File: config.mk
export PLATFORM = sky130hd
export DESIGN_NAME = imyfusion_mix
export DESIGN_NICKNAME = d
export VERILOG_FILES = /design/src/rtl/imyfusion_mix.sv
export SDC_FILE = /design/constraint.sdc
export NUM_CORES = 1
export LEC_CHECK = 0
export ABC_AREA = 1
export CORE_MARGIN = 5
export CORE_UTILIZATION = 53
export DETAILED_ROUTE_END_ITERATION = 12
export GPL_ROUTABILITY_DRIVEN = 0
export HOLD_SLACK_MARGIN = 0.15
export PLACE_DENSITY = 0.8
export SYNTH_ARGS = -nofsm -noshare
export SYNTH_HDL_FRONTEND = slang
export SYNTH_SLANG_ARGS = --single-unit
File: constraint.sdc
create_clock -name pixelclk_is -period 5.1 [get_ports pixelclk_is]
set_input_delay 0.765 -clock pixelclk_is [delete_from_list [all_inputs] [get_ports pixelclk_is]]
set_output_delay 0.765 -clock pixelclk_is [all_outputs]
set_load 0.05 [all_outputs]
File: src/rtl/imyfusion_mix.sv
// rtl/imyfusion_mix.sv - dual-channel IR/CCD fusion mixer with per-frame weight crossfade
module imyfusion_mix #(
  parameter int DATA_W    = 8,
  parameter int CNT_W     = 10,
  parameter int WEIGHT_W  = 4,
  parameter int RAMP_STEP = 1,
  parameter int RAMP_EN   = 1
) (
  input  logic                pixelclk_is,
  input  logic                reset_is,
  input  logic                vsync_is,
  input  logic                valid_is,
  input  logic [CNT_W-1:0]    ycount_im,
  input  logic [CNT_W-1:0]    xcount_im,
  input  logic [DATA_W-1:0]   ir_data_im,
  input  logic [DATA_W-1:0]   ccd_data_im,
  input  logic [3:0]          mode_im,
  input  logic [WEIGHT_W-1:0] weight_im,
  output logic                vsync_os,
  output logic                valid_os,
  output logic [CNT_W-1:0]    ycount_om,
  output logic [CNT_W-1:0]    xcount_om,
  output logic [DATA_W-1:0]   data_om,
  output logic                ramp_active_os
);

  localparam int PW = DATA_W + WEIGHT_W + 1;
  localparam int SW = PW + 1;
  localparam logic [WEIGHT_W:0]   F_W    = (WEIGHT_W+1)'(1 << WEIGHT_W);
  localparam logic [WEIGHT_W:0]   HALF_W = F_W >> 1;
  localparam logic [WEIGHT_W+1:0] STEP_X = (WEIGHT_W+2)'(RAMP_STEP);

  // frame configuration: latched mode, target weight T, effective weight E
  logic [3:0]        mode_q;
  logic [WEIGHT_W:0] t_q, e_q;

  logic [WEIGHT_W:0]   t_nxt, e_nxt, e_sel, t_sel;
  logic [3:0]          mode_sel;
  logic [WEIGHT_W+1:0] e_x, t_x, e_up, e_dn;

  // stage registers
  logic                s1_vsync, s1_valid, s1_ramp;
  logic [CNT_W-1:0]    s1_y, s1_x;
  logic [DATA_W-1:0]   s1_ir, s1_ccd;
  logic [3:0]          s1_mode;
  logic [WEIGHT_W:0]   s1_e;

  logic                s2_vsync, s2_valid, s2_ramp;
  logic [CNT_W-1:0]    s2_y, s2_x;
  logic [PW-1:0]       s2_p_ir, s2_p_ccd;
  logic [DATA_W-1:0]   s2_max, s2_min;
  logic [3:0]          s2_mode;

  logic [SW-1:0]       sum;
  logic [DATA_W-1:0]   blend, mux_out;

  // next target and ramped effective weight for a frame start this cycle
  always_comb begin
    t_nxt = t_q;
    case (mode_im)
      4'd0:       t_nxt = F_W;
      4'd1:       t_nxt = '0;
      4'd3, 4'd4: t_nxt = t_q;
      default:    t_nxt = {1'b0, weight_im};
    endcase
    e_x  = {1'b0, e_q};
    t_x  = {1'b0, t_nxt};
    e_up = e_x + STEP_X;
    e_dn = e_x - STEP_X;
    e_nxt = e_q;
    if (RAMP_EN == 0) begin
      e_nxt = t_nxt;
    end else if (t_x > e_x) begin
      e_nxt = (e_up > t_x) ? t_nxt : e_up[WEIGHT_W:0];
    end else if (t_x < e_x) begin
      // clamp at T: stepping down would cross or reach it
      e_nxt = (e_x < STEP_X + t_x) ? t_nxt : e_dn[WEIGHT_W:0];
    end
    // the pixel carried with vsync already sees the new configuration
    mode_sel = vsync_is ? mode_im : mode_q;
    e_sel    = vsync_is ? e_nxt   : e_q;
    t_sel    = vsync_is ? t_nxt   : t_q;
  end

  // configuration latch, only updated on frame starts
  always_ff @(posedge pixelclk_is or posedge reset_is) begin
    if (reset_is) begin
      mode_q <= 4'd2;
      t_q    <= HALF_W;
      e_q    <= HALF_W;
    end else if (vsync_is) begin
      mode_q <= mode_im;
      t_q    <= t_nxt;
      e_q    <= e_nxt;
    end
  end

  // stage 1: capture pixel, timing and configuration snapshot
  always_ff @(posedge pixelclk_is or posedge reset_is) begin
    if (reset_is) begin
      s1_vsync <= 1'b0;
      s1_valid <= 1'b0;
      s1_ramp  <= 1'b0;
      s1_y     <= '0;
      s1_x     <= '0;
      s1_ir    <= '0;
      s1_ccd   <= '0;
      s1_mode  <= '0;
      s1_e     <= '0;
    end else begin
      s1_vsync <= vsync_is;
      s1_valid <= valid_is;
      s1_ramp  <= (e_sel != t_sel);
      s1_y     <= ycount_im;
      s1_x     <= xcount_im;
      s1_ir    <= ir_data_im;
      s1_ccd   <= ccd_data_im;
      s1_mode  <= mode_sel;
      s1_e     <= e_sel;
    end
  end

  // stage 2: weighted products and max/min selection
  always_ff @(posedge pixelclk_is or posedge reset_is) begin
    if (reset_is) begin
      s2_vsync <= 1'b0;
      s2_valid <= 1'b0;
      s2_ramp  <= 1'b0;
      s2_y     <= '0;
      s2_x     <= '0;
      s2_p_ir  <= '0;
      s2_p_ccd <= '0;
      s2_max   <= '0;
      s2_min   <= '0;
      s2_mode  <= '0;
    end else begin
      s2_vsync <= s1_vsync;
      s2_valid <= s1_valid;
      s2_ramp  <= s1_ramp;
      s2_y     <= s1_y;
      s2_x     <= s1_x;
      s2_p_ir  <= PW'(s1_ir) * PW'(s1_e);
      s2_p_ccd <= PW'(s1_ccd) * PW'(F_W - s1_e);
      s2_max   <= (s1_ir >= s1_ccd) ? s1_ir : s1_ccd;
      s2_min   <= (s1_ir >= s1_ccd) ? s1_ccd : s1_ir;
      s2_mode  <= s1_mode;
    end
  end

  // rounded blend and mode mux; the blend cannot exceed full scale
  always_comb begin
    sum   = SW'(s2_p_ir) + SW'(s2_p_ccd) + SW'(HALF_W);
    blend = DATA_W'(sum >> WEIGHT_W);
    case (s2_mode)
      4'd3:    mux_out = s2_max;
      4'd4:    mux_out = s2_min;
      default: mux_out = blend;
    endcase
  end

  // stage 3: output registers with valid gating
  always_ff @(posedge pixelclk_is or posedge reset_is) begin
    if (reset_is) begin
      vsync_os       <= 1'b0;
      valid_os       <= 1'b0;
      ycount_om      <= '0;
      xcount_om      <= '0;
      data_om        <= '0;
      ramp_active_os <= 1'b0;
    end else begin
      vsync_os       <= s2_vsync;
      valid_os       <= s2_valid;
      ycount_om      <= s2_y;
      xcount_om      <= s2_x;
      data_om        <= s2_valid ? mux_out : '0;
      ramp_active_os <= s2_ramp;
    end
  end

endmodule

==> results.sh <==
export IMPL_die_area_sq_mm=0.0190
export IMPL_cp_start_kind="flop"
export IMPL_coreArea_sq_mm=0.0160
export IMPL_register_area_sq_mm=0.00383
export IMPL_cts_tree="yes"
export IMPL_status="finished clean"
export IMPL_setup_violations=0
export IMPL_drt_wl_total_um=17900
export IMPL_die_w_um=138
export IMPL_grt_pass1_wl_um=30500
export IMPL_routed_top_layer="met4"
export IMPL_cp_required_ns=5.45
export IMPL_crit_type="reg2reg"
export IMPL_grt_max_degree=106
export IMPL_critical_path_endpoint_type="flop"
export IMPL_design_area_sq_mm=0.0103
export IMPL_wl_met1_um=7450
export IMPL_ant_nets=0
export IMPL_fill_cells=1262
export IMPL_cts_sink_count=153
export IMPL_min_path_cells=0
export IMPL_setup_tns_ns=0
export IMPL_drive_gt1_share_pct=7.37
export IMPL_placed_area_sq_mm=0.00973
export IMPL_synth_nets=1080
export IMPL_root_buffer="clkbuf_16"
export IMPL_routed_via_density=5.00
export IMPL_maxCapViolCount=0
export IMPL_synth_edf_count=0
export IMPL_wl_met3_um=981
export IMPL_dpl_hpwl_um=13300
export IMPL_yosys_warnings=0
export IMPL_grt_usage_pct=19.8
export IMPL_fin_crit_ns=4.83
export IMPL_clk_path_buf_depth=2
export IMPL_antenna_found_initial=0
export IMPL_clock_fmax_mhz=207
export IMPL_finClkSkew_ns=0.00879
export IMPL_synth_area_sq_mm=0.00868
export IMPL_r2r_cells=17
export IMPL_timing_final_crit_share_pct=94.6
export IMPL_drc_errors=0
export IMPL_synth_cell_types=43
export IMPL_cts_made_buffers=17
export IMPL_overflow=0
export IMPL_cts_hold_repair_buffers=0
export IMPL_regToRegStartpoint="s1_e[0]"
export IMPL_start_util_pct=54.3
export IMPL_clk_pin_slew_worst_paths_ns=0.07
export IMPL_critical_path_arrival_ns=5.18
export IMPL_finalNonFillerCells=1220
export IMPL_synth_commonest_cells="186 x nand2_1, 162 x inv_1, 150 x dfrtp_1"
export IMPL_reg2reg_to="s2_p_ccd[10]"
export IMPL_min_path_type="reg2reg"
export IMPL_wl_per_cell_um=14.6
export IMPL_yosysTopAreaCell="dfrtp_1"
export IMPL_relSlewSlack_pct=30.8
export IMPL_yosysMostFrequentCell="nand2_1"
export IMPL_dp_cells=1188
export IMPL_synthCells=902
export IMPL_synth_area_leaders="dfrtp_1 43%, ha_1 13%, fa_1 9.7%"
export IMPL_dr_wl_met2_um=9010
export IMPL_finalHoldViolCount=0
export IMPL_rsz0062_at_grt="no"
export IMPL_clk_latency_ns=0.43
export IMPL_r2r_setup_slack_ns=0.27
export IMPL_ctsResizeCount=0
export IMPL_synthFlopType="dfrtp_1"
export IMPL_drt_iter0_markers=433
export IMPL_pin_count=79
export IMPL_dr_pass1_iters=8
export IMPL_drv_slew=0
export IMPL_syn_area_per_cell_sq_um=9.63
export IMPL_cts_max_level=4
export IMPL_min_from="s1_mode[1]"
export IMPL_worst_pin_slew_ns=1.04
export IMPL_grt_pass1_vias=6421
export IMPL_syn_to_final_growth_pct=19.0
export IMPL_cp_max_fo=7
export IMPL_min_to="s2_mode[1]"
export IMPL_final_nets=1169
export IMPL_ys_ff_latch=153
export IMPL_ys_async_sr_fraction_pct=100
export IMPL_die_h_um=138
export IMPL_multi_input_area_sq_mm=0.00416
export IMPL_n_antenna_cell=0
export IMPL_portBuffers=78
export IMPL_ys_seq_area_share_pct=44.1
export IMPL_num_vias=6101
export IMPL_synth_top_cell_area_share_pct=43.2
export IMPL_fp_row_count=46
export IMPL_cts_setup_buffers=0
[state kept, by name (all words and copies together) (netlist names), 2 cells and up]
register   cells
data_om        8
s2_min         8
t_q            5
s2_x          10
s1_ccd         8
s1_mode        3
ycount_om     10
s1_e           4
s2_max         8
s2_p_ccd      12
mode_q         2
s2_mode        4
s1_x          10
s2_p_ir       12
s2_y          10
s1_ir          8
e_q            2
s1_y          10
xcount_om     10
[critical path: stages (launching register included)]
cell and delay, ns:
dfrtp_1 0.50, inv_2 0.15, ha_1 0.28, xnor2_1 0.17
inv_1 0.09, nor2_1 0.06, fa_1 0.54, inv_1 0.05
fa_1 0.47, inv_1 0.06, fa_1 0.55, inv_1 0.06
fa_1 0.50, fa_1 0.49, o21ai_0 0.32, a21oi_1 0.11
o21ai_0 0.20, xor2_1 0.17
[cell type report]
type | instances | share of cell area (%)
Tap cell | 216 | 2.61
Sequential cell | 153 | 37.1
Clock buffer | 19 | 4.38
Multi-Input combinational cell | 568 | 40.3
Inverter | 165 | 6.04
Timing Repair Buffer | 86 | 8.13
Clock inverter | 13 | 1.46
[cells in the final DEF, fill, tap and decap left out, drive strengths merged]
master         instances
dfstp                  3
clkbuf                19
ha                    88
nand2                202
nand4                  4
nand3b                 4
xnor2                  9
and3                   2
bufinv                 1
clkinvlp               1
clkdlybuf4s50         78
a31oi                  3
o211ai                 1
a311oi                 2
a211oi                 2
o2111ai                2
clkinv                 4
nor3                   4
inv                  172
a21oi                 42
o31ai                  2
o21a                   1
a22o                   1
nand3                 43
o21ai                 29
o21bai                 4
or2                    2
dfrtp                150
nor2                  51
buf                    8
fa                    42
nor4                   1
xor2                  27
[logic make-up after synthesis]
| group | count (synthesis) | share of synthesized area (%) |
|---|---|---|
| DFF | 153 | 44.1 |
| AOI/OAI and AO/OA | 89 | 5.85 |
| adders and majority gates | 130 | 22.4 |
| buffers and inverters | 181 | 7.98 |
| xor gates and xnor gates | 36 | 3.63 |
| and+or+nand+nor | 313 | 16.0 |
[through the flow]
step	utilization, %	hold slack, ns	setup slack, ns
after detailed placement	60.8	0.335	0.345
final	64.6	0.348	0.274
after CTS	64.6	0.349	0.308
after floorplan	-	0.331	0.219
after global placement	60.8	0.331	0.510
after global routing	64.6	0.354	0.0574
[routing by layer]
layer,track usage [%],vias to the layer above
met2,34.5,175
met1,24.4,2892
met5,0,-
met3,4.17,45
met4,7.07,0
li1,-,2989
[how the worst max path moves through the flow]
stage               startpoint      endpoint  cells past startpoint  slack (ns)
floorplan             reset_is    data_om[0]                      1        0.22
global placement       s1_e[0]  s2_p_ccd[11]                     22        0.51
detailed placement     s1_e[0]  s2_p_ccd[10]                     17        0.35
CTS                    s1_e[0]  s2_p_ccd[10]                     17        0.31
global route           s1_e[0]  s2_p_ccd[10]                     17        0.06
finish                 s1_e[0]  s2_p_ccd[10]                     17        0.27
Power is not shown: default switching activity piles up to over one toggle a cycle in this logic, so the estimate is an artifact.
